$ cat src/rtl/seq_mult_pkg.sv
// Shared definitions for the sequential-multiplier scheduler.
// Contents: FSM state encoding, default operand width and multiplier
// latency, and the latency-counter width derived from that latency.
package seq_mult_pkg;

   localparam int W_DEF        = 4;
   localparam int MULT_LAT_DEF = 5;

   // Counter must hold MULT_LAT-1; one spare bit keeps MULT_LAT=1 legal.
   localparam int CNT_W = $clog2(MULT_LAT_DEF) + 1;

   typedef enum logic [1:0] {
      IDLE  = 2'd0,
      ISSUE = 2'd1,
      WAIT  = 2'd2,
      DONE  = 2'd3
   } state_t;

endpackage

$ cat src/rtl/seq_mult_sched_rr_arb2.sv
// rr_arb2: two-input round-robin arbiter, purely combinational.
// Ports:
//   req[1:0]  request lines
//   ptr       preferred requester when both request (0 or 1)
//   gnt[1:0]  one-hot grant, zero when nobody requests
// The pointer register lives in the parent so it can advance only on an
// actual accept.
module rr_arb2 (
   input  logic [1:0] req,
   input  logic       ptr,
   output logic [1:0] gnt
);

   assign gnt[0] = req[0] & (~req[1] | ~ptr);
   assign gnt[1] = req[1] & (~req[0] |  ptr);

endmodule

$ cat src/rtl/seq_mult_sched.sv
// seq_mult_sched: shares one fixed-latency sequential multiplier between
// two requesters. Round-robin arbitration, operand latch, start pulse,
// latency count, product capture and valid/ready response with owner ID.
// Ports:
//   clk, clr                  clock and asynchronous active-high reset
//   req_valid/req_ready[1:0]  per-requester request handshake
//   req_a0/req_b0, req_a1/req_b1  requester operands (W bits)
//   rsp_valid/rsp_ready       response handshake
//   rsp_id, rsp_p             owner of the response and 2W-bit product
//   mult_start, mult_a, mult_b, mult_p  multiplier interface
//   busy                      high whenever the FSM is not in IDLE
// Build option: define ZERO_BYPASS_EN to answer requests with a zero
// operand directly (product 0, no multiplier start).
//
// state | meaning
// IDLE  | arbitrate, accept one request, latch operands and owner
// ISSUE | pulse mult_start, load latency counter
// WAIT  | count down multiplier latency, capture product at zero
// DONE  | hold response until rsp_ready
module seq_mult_sched
   import seq_mult_pkg::*;
#(
   parameter int W        = W_DEF,
   parameter int MULT_LAT = MULT_LAT_DEF
) (
   input  logic           clk,
   input  logic           clr,
   input  logic [1:0]     req_valid,
   output logic [1:0]     req_ready,
   input  logic [W-1:0]   req_a0,
   input  logic [W-1:0]   req_b0,
   input  logic [W-1:0]   req_a1,
   input  logic [W-1:0]   req_b1,
   output logic           rsp_valid,
   input  logic           rsp_ready,
   output logic           rsp_id,
   output logic [2*W-1:0] rsp_p,
   output logic           mult_start,
   output logic [W-1:0]   mult_a,
   output logic [W-1:0]   mult_b,
   input  logic [2*W-1:0] mult_p,
   output logic           busy
);

   localparam int CW = $clog2(MULT_LAT) + 1;

   state_t          state;
   logic            ptr;
   logic [CW-1:0]   cnt;
   logic [1:0]      gnt;
   logic            accept;
   logic            acc_id;
   logic [W-1:0]    acc_a;
   logic [W-1:0]    acc_b;

   rr_arb2 u_arb (
      .req (req_valid),
      .ptr (ptr),
      .gnt (gnt)
   );

   assign req_ready  = (state == IDLE) ? gnt : 2'b00;
   assign accept     = |(req_valid & req_ready);
   assign acc_id     = req_ready[1];
   assign acc_a      = acc_id ? req_a1 : req_a0;
   assign acc_b      = acc_id ? req_b1 : req_b0;

   assign mult_start = (state == ISSUE);
   assign rsp_valid  = (state == DONE);
   assign busy       = (state != IDLE);

   always_ff @(posedge clk or posedge clr) begin
      if (clr) begin
         state  <= IDLE;
         ptr    <= 1'b0;
         cnt    <= '0;
         rsp_id <= 1'b0;
         rsp_p  <= '0;
         mult_a <= '0;
         mult_b <= '0;
      end else begin
         case (state)
            IDLE: begin
               if (accept) begin
                  mult_a <= acc_a;
                  mult_b <= acc_b;
                  rsp_id <= acc_id;
                  ptr    <= ~acc_id;
`ifdef ZERO_BYPASS_EN
                  if ((acc_a == '0) || (acc_b == '0)) begin
                     rsp_p <= '0;
                     state <= DONE;
                  end else begin
                     state <= ISSUE;
                  end
`else
                  state <= ISSUE;
`endif
               end
            end
            ISSUE: begin
               cnt   <= CW'(MULT_LAT - 1);
               state <= WAIT;
            end
            WAIT: begin
               if (cnt == '0) begin
                  rsp_p <= mult_p;
                  state <= DONE;
               end else begin
                  cnt <= cnt - CW'(1);
               end
            end
            DONE: begin
               if (rsp_ready) state <= IDLE;
            end
            default: state <= IDLE;
         endcase
      end
   end

endmodule
$ cat config.mk
export PLATFORM = sky130hd
export DESIGN_NAME = seq_mult_sched
export DESIGN_NICKNAME = d
export VERILOG_FILES = /design/src/rtl/seq_mult_pkg.sv /design/src/rtl/seq_mult_sched_rr_arb2.sv /design/src/rtl/seq_mult_sched.sv
export SDC_FILE = /design/constraint.sdc
export NUM_CORES = 1
export LEC_CHECK = 0
export CORE_MARGIN = 4
export CORE_UTILIZATION = 44
export CTS_CLUSTER_DIAMETER = 120
export DETAILED_ROUTE_END_ITERATION = 7
export PLACE_DENSITY_LB_ADDON = 0.2
export SETUP_SLACK_MARGIN = 0.3
export SLEW_MARGIN = 40
export SYNTH_ARGS = -nofsm -noshare
export SYNTH_HDL_FRONTEND = slang
export SYNTH_SLANG_ARGS = --single-unit
$ cat constraint.sdc
create_clock -name clk -period 2.65 [get_ports clk]
set_input_delay 0.53 -clock clk [delete_from_list [all_inputs] [get_ports clk]]
set_output_delay 0.53 -clock clk [all_outputs]
set_load 0.02 [all_outputs]
Yosys cells after proc, flatten, opt, wreduce, memory -nomap -nowiden --
Index checks and enable logic that the tools add are counted.
Word-level totals: bits in registers 24, output and inout bits 22, input bits 29
Cells by class: bitwise operators 9, add/sub/neg operators 1, multiplexer cells 9, reductions and logical operators 9, equality and inequality tests 7
Operator list (count):
- $mux W4 | 3
- $mux W2 | 4
- $pmux W2 S4 | 1
- $pmux W4 S2 | 1
- $ne A2 B2 Y1 const B | 3
- $reduce_and A2 Y1 | 3
- $eq A2 B2 Y1 const B | 2
- $logic_not A4 Y1 | 1
- $not A1 Y1 | 4
- $reduce_bool A2 Y1 | 2
- $sub A4 B1 Y4 const B | 1
- $reduce_and A3 Y1 | 1
- $and A1 B1 Y1 | 2
- $and A2 B2 Y2 | 1
- $eq A2 B1 Y1 const B | 1
- $logic_not A2 Y1 | 1
- $ne A2 B1 Y1 const B | 1
- $or A1 B1 Y1 | 2
- $reduce_or A2 Y1 | 1

Longest topological paths before layout --
Gate-level depths: netlist of run 1.
depth in word-level cells 8, gate-level depth with buffers 5, mapped depth without buffers 5

By module --
From an unflattened synthesis of run 1, not the netlist that was laid out.
Unflattened totals: cells, all modules 97, area, all modules 1201.2 um^2
By module, submodules not included:
- seq_mult_sched | sequential area each 600.6 um^2, area each 1182.4 um^2, cells each 94, times used 1
- rr_arb2 | sequential area each 0.0 um^2, area each 18.8 um^2, cells each 3, times used 1

Worst setup path before layout of run 1 --
OpenSTA, ideal clock, no wires.
path type flip-flop to output port, start point reg state[0], end point out req_ready[0], arrival 1.414 ns, required time 2.120 ns, setup slack 0.706 ns, cell stages (with the launch flop) 5, cells stage by stage dfrtp_1 inv_1 ha_1 nand2_1 a21oi_1
Between the ends: word-level cells in the longest chain between the ends 2
Ends and longest elaborated chain:
- start, declared | RTL line seq_mult_sched.sv:47 | state_t state;
- start signal, assigned | RTL line seq_mult_sched.sv:74 | state <= IDLE;
- start signal, assigned | RTL line seq_mult_sched.sv:97 | state <= ISSUE;
- start signal, assigned | RTL line seq_mult_sched.sv:103 | state <= WAIT;
- $logic_not A2 Y1 | RTL line seq_mult_sched.sv:62 | assign req_ready = (state == IDLE) ? gnt : 2'b00;
- $mux W2 | RTL line seq_mult_sched.sv:62
- end, declared | RTL line seq_mult_sched.sv:29 | output logic [1:0] req_ready,
No other way between the ends.

Worst setup path in the final report of run 1 --
start point reg state[1], end point out mult_start
Between the ends: word-level cells in the longest chain between the ends 1
Ends and longest elaborated chain:
- $eq A2 B1 Y1 | RTL line seq_mult_sched.sv:68 | assign mult_start = (state == ISSUE);
- end, declared | RTL line seq_mult_sched.sv:38 | output logic mult_start,
No other way between the ends.

==> results of run 1 <==
==> cell usage in the layout, fill, tap and decap left out, drive strengths merged <==
master,instances
a21oi,1
a221o,6
a221oi,1
a31oi,2
and2,7
buf,5
clkbuf,4
clkdlybuf4s50,47
dfrtp,24
dlygate4sd2,3
ha,6
inv,9
mux2,9
mux2i,3
nand2,7
nand2b,2
nand3,2
nand4,1
nor2,7
nor2b,2
nor3,1
o21a,1
o21ai,4
o221ai,1
o22ai,2
o32a,1
or3b,1
==> kinds of logic after synthesis <==
logic type | after synthesis | synth area share
AO/OA/AOI/OAI | 19 | 0.132
adder cells (fa/ha/maj) | 6 | 0.0654
buffers and inverters | 9 | 0.0294
flip-flops | 24 | 0.523
multiplexers | 12 | 0.114
AND/OR/NAND/NOR | 30 | 0.136
==> worst max-delay path by stage <==
stage,endpoint,slack [ns],from
final,mult_start,0.41,state[1]
after floorplan,req_ready[0],0.71,state[0]
after detailed placement,req_ready[0],0.13,req_valid[0]
after global placement,req_ready[0],0.16,req_valid[0]
after CTS,req_ready[1],0.37,req_valid[0]
after global routing,mult_start,0.31,state[1]
==> flip-flops by register name (all words and copies together), names as in the netlist <==
signal  cells
ptr         1
mult_b      4
mult_a      4
rsp_id      1
state       2
cnt         4
rsp_p       8
==> power by group through the flow <==
stage | clock network (mW) | registers [mW] | logic, mW
after global routing | 0.213 | 0.685 | 1.26
after global placement | 0 | 0.652 | 1.13
final | 0.192 | 0.657 | 1.15
after detailed placement | 0 | 0.664 | 1.18
after floorplan | 0 | 0.806 | 0.513
after CTS | 0.200 | 0.658 | 1.16
==> layer usage <==
layer	up-vias	track usage	wire, um
li1	476	-	-
met1	481	0.208	1110
met2	41	0.304	1440
met3	8	0.0305	186
met4	0	0.0777	97
met5	-	0	0
==> layout make-up <==
class	instances	share of cell area
sequential	24	0.341
timing repair buffer	55	0.304
inverter	9	0.0192
multi-input combinational	67	0.294
tap	30	0.0213
clock buffer	4	0.0206
==> per-stage QoR <==
stage	cell area [sq um]	cells	util
after global routing	1760	189	0.710
after global placement	1720	185	0.696
after floorplan	1150	100	-
after CTS	1760	189	0.709
after detailed placement	1720	185	0.696
final	1760	189	0.710
==> critical path: cells and delay by family (launching register included) <==
kind,cells,cell delay [ns]
flops,1,0.43
buf+inv,2,0.73
fa+ha+maj,1,0.24
==> impl_metrics.py, run 1 <==
metrics = {
    "global_routing": {
        "grtUsageTotal": 0.174,
        "grt_pass1_vias": 1048,
        "grt_overflow": 0,
        "grt_max_degree": 25,
        "grt_pass1_wl_um": 4640,
        "antenna_found_initial": 0,
    },
    "synth": {
        "synth_area_leaders": "dfrtp_1 (52%), mux2_2 (8.8%), ha_1 (6.5%)",
        "synth_top_area_frac": 0.523,
        "synth_largest_area_cell": "dfrtp_1",
        "synth_enable_flop_cells": 0,
        "synth_cell_types": 24,
        "synth_most_common_cell": "dfrtp_1",
        "synth_common_cells": "dfrtp_1 (24), inv_1 (9), mux2_2 (9)",
        "synth_area_sq_um": 1150,
        "yosysWarningCount": 0,
        "synth_seq_cells": 24,
        "avgSynthCellArea_sq_um": 11.5,
        "async_flop_share": 1.00,
        "ys.flop_type": "dfrtp_1",
        "synth_fp_nets": 135,
        "syn_inst": 100,
        "ys_seq_area_frac": 0.523,
    },
    "routing": {
        "dr.first_iter.drc_count": 44,
        "routed_via_density": 5.32,
        "ant_nets": 0,
        "dr.pass1.iters": 4,
        "routed_wl_um": 2840,
        "wl_per_cell_um": 15.0,
        "drc": 0,
        "vias": 1006,
    },
    "hold_path": {
        "min_path_type": "reg -> reg",
        "holdPathEnd": "cnt[0]",
        "min-delay-start": "cnt[0]",
        "hold_depth": 1,
    },
    "cts": {
        "cts_resized": 3,
        "holdBufCountCts": 0,
        "numCtsBuffers": 3,
        "cts_sinks": 24,
        "cts_root_buffer": "clkbuf_4",
        "h-tree-depth": 1,
        "post_cts_buffers": 0,
        "clk_latency_ns": 0.31,
        "clk_pin_slew_ns": 0.13,
        "clockBufferDepth": 2,
        "cts_tree": "yes",
    },
    "timing": {
        "worst_pin_slew_ns": 0.556,
        "period_share": 0.846,
        "fmax_ghz": 0.446,
        "finalCriticalPeriod_ns": 2.24,
        "setup_tns_ns": 0,
        "setup_ws_ns": 0.409,
        "finalHoldViolations": 0,
        "finalMaxSlewViolations": 0,
        "slew_headroom": 0.625,
        "finalClockSkew_ns": 0.000894,
        "final-setup-viol-count": 0,
        "rsz0062_at_grt": "false",
        "fin_hold_ws_ns": 0.516,
    },
    "setup_path": {
        "critPathMaxStageDelay_ns": 0.63,
        "critical_path_class": "reg -> out",
        "critPathLaunchType": "register",
        "path_max_fanout": 4,
        "crit_chain": "inv_1, ha_1, clkdlybuf4s50_1",
        "cp-end-kind": "primary output",
        "reg2regPathDepth": 5,
        "rr_startpoint": "cnt[0]",
        "required_ns": 2.12,
        "cp.arrival_ns": 1.71,
        "critPathSlowestCell": "clkdlybuf4s50_1",
        "rr_endpoint": "state[1]",
        "reg2reg_slack_ns": 0.71,
    },
    "power": {
        "total_leakage_power_nw": 0.784,
        "p_int_mw": 1.22,
        "powerDensity_nw_per_um2": 1140,
        "combPwrFrac": 0.575,
        "ir_worst_vdd_mv": 0.831,
        "p_sw_mw": 0.779,
        "power_mw": 2.00,
        "p_seq_frac": 0.329,
        "sw_frac_of_total": 0.390,
        "clkPwrFrac": 0.096,
    },
    "die": {
        "io_pins": 51,
        "start_util": 0.464,
        "die_w_um": 59.1,
        "num_rows": 18,
        "dieHeight_um": 59.1,
        "core-area_sq_um": 2480,
        "die_area_sq_um": 3490,
    },
    "cells_and_area": {
        "drive_above_1_share": 0.138,
        "multi_input_area_sq_um": 517,
        "final.fill_count": 203,
        "area_growth_pct": 53.2,
        "diodes": 0,
        "seqCellArea_sq_um": 601,
        "final_nets": 195,
    },
    "flow_run": {
        "drv_cap": 0,
    },
    "placement": {
        "post-place-ws_ns": 0.129,
        "port_buffers": 50,
        "dp_hpwl_um": 2330,
        "gp_congestion": 0.789,
    },
    "outcome": {
        "status": "finished, final reports clean",
    },
}
Power figures use the tool's default switching activity.
==> run 2, diff against run 1 <==
--- a/config.mk
+++ b/config.mk
@@ -6,7 +6,7 @@
 export NUM_CORES = 1
 export LEC_CHECK = 0
 export CORE_MARGIN = 4
-export CORE_UTILIZATION = 44
+export CORE_UTILIZATION = 37
 export CTS_CLUSTER_DIAMETER = 120
 export DETAILED_ROUTE_END_ITERATION = 7
 export PLACE_DENSITY_LB_ADDON = 0.2
==> constraint.sdc (replaced) <==
create_clock -name clk -period 2.05 [get_ports clk]
set_input_delay 0.41 -clock clk [delete_from_list [all_inputs] [get_ports clk]]
set_output_delay 0.41 -clock clk [all_outputs]
set_load 0.02 [all_outputs]
==> run 2 against run 1 <==
Utilization fell by 1.1 points. Sequential share of layout area decreased by 4.0 points. Total power is 46% higher. Critical path type is now reg -> reg.
==> impl_metrics.py, run 2 (synthesis gave the netlist of run 1 again) <==
metrics = {
    "cts": {
        "clk_latency_ns": 0.32,
        "h-tree-depth": 1,
        "cts_root_buffer": "clkbuf_4",
        "numCtsBuffers": 3,
        "clockBufferDepth": 2,
        "clk_pin_slew_ns": 0.13,
        "cts_sinks": 24,
        "cts_tree": "yes",
    },
    "timing": {
        "fin_hold_ws_ns": 0.418,
        "finalMaxSlewViolations": 0,
        "rsz0062_at_grt": "true",
        "worst_pin_slew_ns": 0.643,
        "finalHoldViolations": 0,
        "period_share": 0.879,
        "finalCriticalPeriod_ns": 1.80,
        "final-setup-viol-count": 0,
        "setup_ws_ns": 0.248,
        "fmax_ghz": 0.555,
        "finalClockSkew_ns": 0.00292,
        "slew_headroom": 0.567,
    },
    "routing": {
        "routed_via_density": 5.18,
        "ant_nets": 0,
        "drc": 0,
        "dr.pass1.iters": 4,
        "routed_wl_um": 3250,
        "wl_per_cell_um": 15.9,
        "dr.first_iter.drc_count": 26,
        "vias": 1056,
    },
    "global_routing": {
        "grtUsageMet2": 0.269,
        "grt_pass1_wl_um": 5240,
        "antenna_found_initial": 0,
        "met3_usage": 0.0320,
        "grtUsageTotal": 0.160,
        "grt.busiest_layer": "met2",
        "grt_pass1_vias": 1094,
        "grt_max_degree": 25,
        "grt_use_met1": 0.205,
        "grt_overflow": 0,
    },
    "hold_path": {
        "min_path_type": "in -> async",
    },
    "die": {
        "core-area_sq_um": 2850,
        "dieHeight_um": 63.7,
        "die_area_sq_um": 4060,
        "die_w_um": 63.7,
        "num_rows": 19,
        "start_util": 0.403,
        "io_pins": 51,
    },
    "outcome": {
        "status": "finished, final reports clean",
    },
    "cells_and_area": {
        "area_growth_pct": 73.5,
        "largest_reg_flops": 8,
        "diodes": 0,
        "final.fill_count": 230,
        "drive_above_1_share": 0.306,
        "largest_register": "rsp_p",
        "multi_input_area_sq_um": 613,
        "seqCellArea_sq_um": 601,
        "final_nets": 210,
        "layout_commonest_cell": "clkdlybuf4s50_1",
        "final_cell_mix": "clkdlybuf4s50_1 (33), dfrtp_1 (24), buf_4 (18)",
        "instances_no_fill": 204,
    },
    "setup_path": {
        "cp-end-kind": "register",
        "required_ns": 2.27,
        "critical_path_class": "reg -> reg",
        "path_max_fanout": 4,
        "cp.arrival_ns": 2.02,
        "critPathLaunchType": "register",
    },
    "placement": {
        "dp_hpwl_um": 2220,
        "gp_congestion": 0.810,
        "dp.cells": 190,
        "post-place-ws_ns": -0.146,
        "port_buffers": 50,
    },
    "power": {
        "total_leakage_power_nw": 1.00,
        "power_mw": 2.92,
        "ir_worst_vdd_mv": 0.771,
        "powerDensity_nw_per_um2": 1470,
    },
    "flow_run": {
        "drv_cap": 0,
    },
}
==> run 2: report_power, final <==
part / leakage, nW / switching (mW) / internal [mW] / total [mW]
clock network: 0.0138 / 0.145 / 0.0690 / 0.214
registers: 0.292 / 0.140 / 0.704 / 0.843
logic: 0.698 / 0.862 / 1.00 / 1.86
==> run 2: final cells by class <==
cell class / instances / share of cell area
tap: 31 / 0.0195
multi-input combinational: 67 / 0.308
sequential: 24 / 0.301
inverter: 9 / 0.0169
timing repair buffer: 70 / 0.343
clock buffer: 3 / 0.0113
==> run 2: path summary, 6_finish.rpt <==
check                          from   endpoint  slack, ns  cells after the start
hold reg to reg            rsp_p[5]   rsp_p[5]       0.53                      1
hold / removal                  clr   rsp_p[7]       0.42                      3
setup reg to reg             cnt[0]   state[1]       0.25                      5
min in group clk           rsp_p[5]   rsp_p[5]       0.53                      1
max in group asynchronous       clr  mult_a[2]       1.39                      3
setup / recovery             cnt[0]   state[1]       0.25                      5
==> run 2: layer usage <==
| layer | share of wire | up-vias | wire length [um] |
|---|---|---|---|
| met5 | 0 | - | 0 |
| met4 | 0.010 | 0 | 34 |
| met2 | 0.49 | 34 | 1580 |
| met1 | 0.45 | 514 | 1460 |
| met3 | 0.054 | 4 | 174 |
| li1 | - | 504 | - |
==> run 2: what timing repair did <==
action / 4_1_cts / 5_1_grt
hold buffers: 0 / 0
gates resized for setup: 37 / 25
buffers inserted: 7 / 4
endpoints found under the setup margin: 14 / 25
pin swaps: 4 / 5
==> run 2: metrics by stage <==
step           TNS (ns)   util  cell area, sq um
3_3_place_gp     -0.259  0.618              1760
6_report              0  0.699              1990
2_1_floorplan         0      -              1150
5_1_grt               0  0.699              1990
3_5_place_dp     -0.289  0.618              1760
4_1_cts               0  0.666              1900
==> run 2: critical path, cell delays in order, from the launching register on <==
cell,delay [ns]
dfrtp_1,0.42
inv_2,0.09
ha_4,0.13
or3b_4,0.42
a221oi_4,0.32
mux2_4,0.32
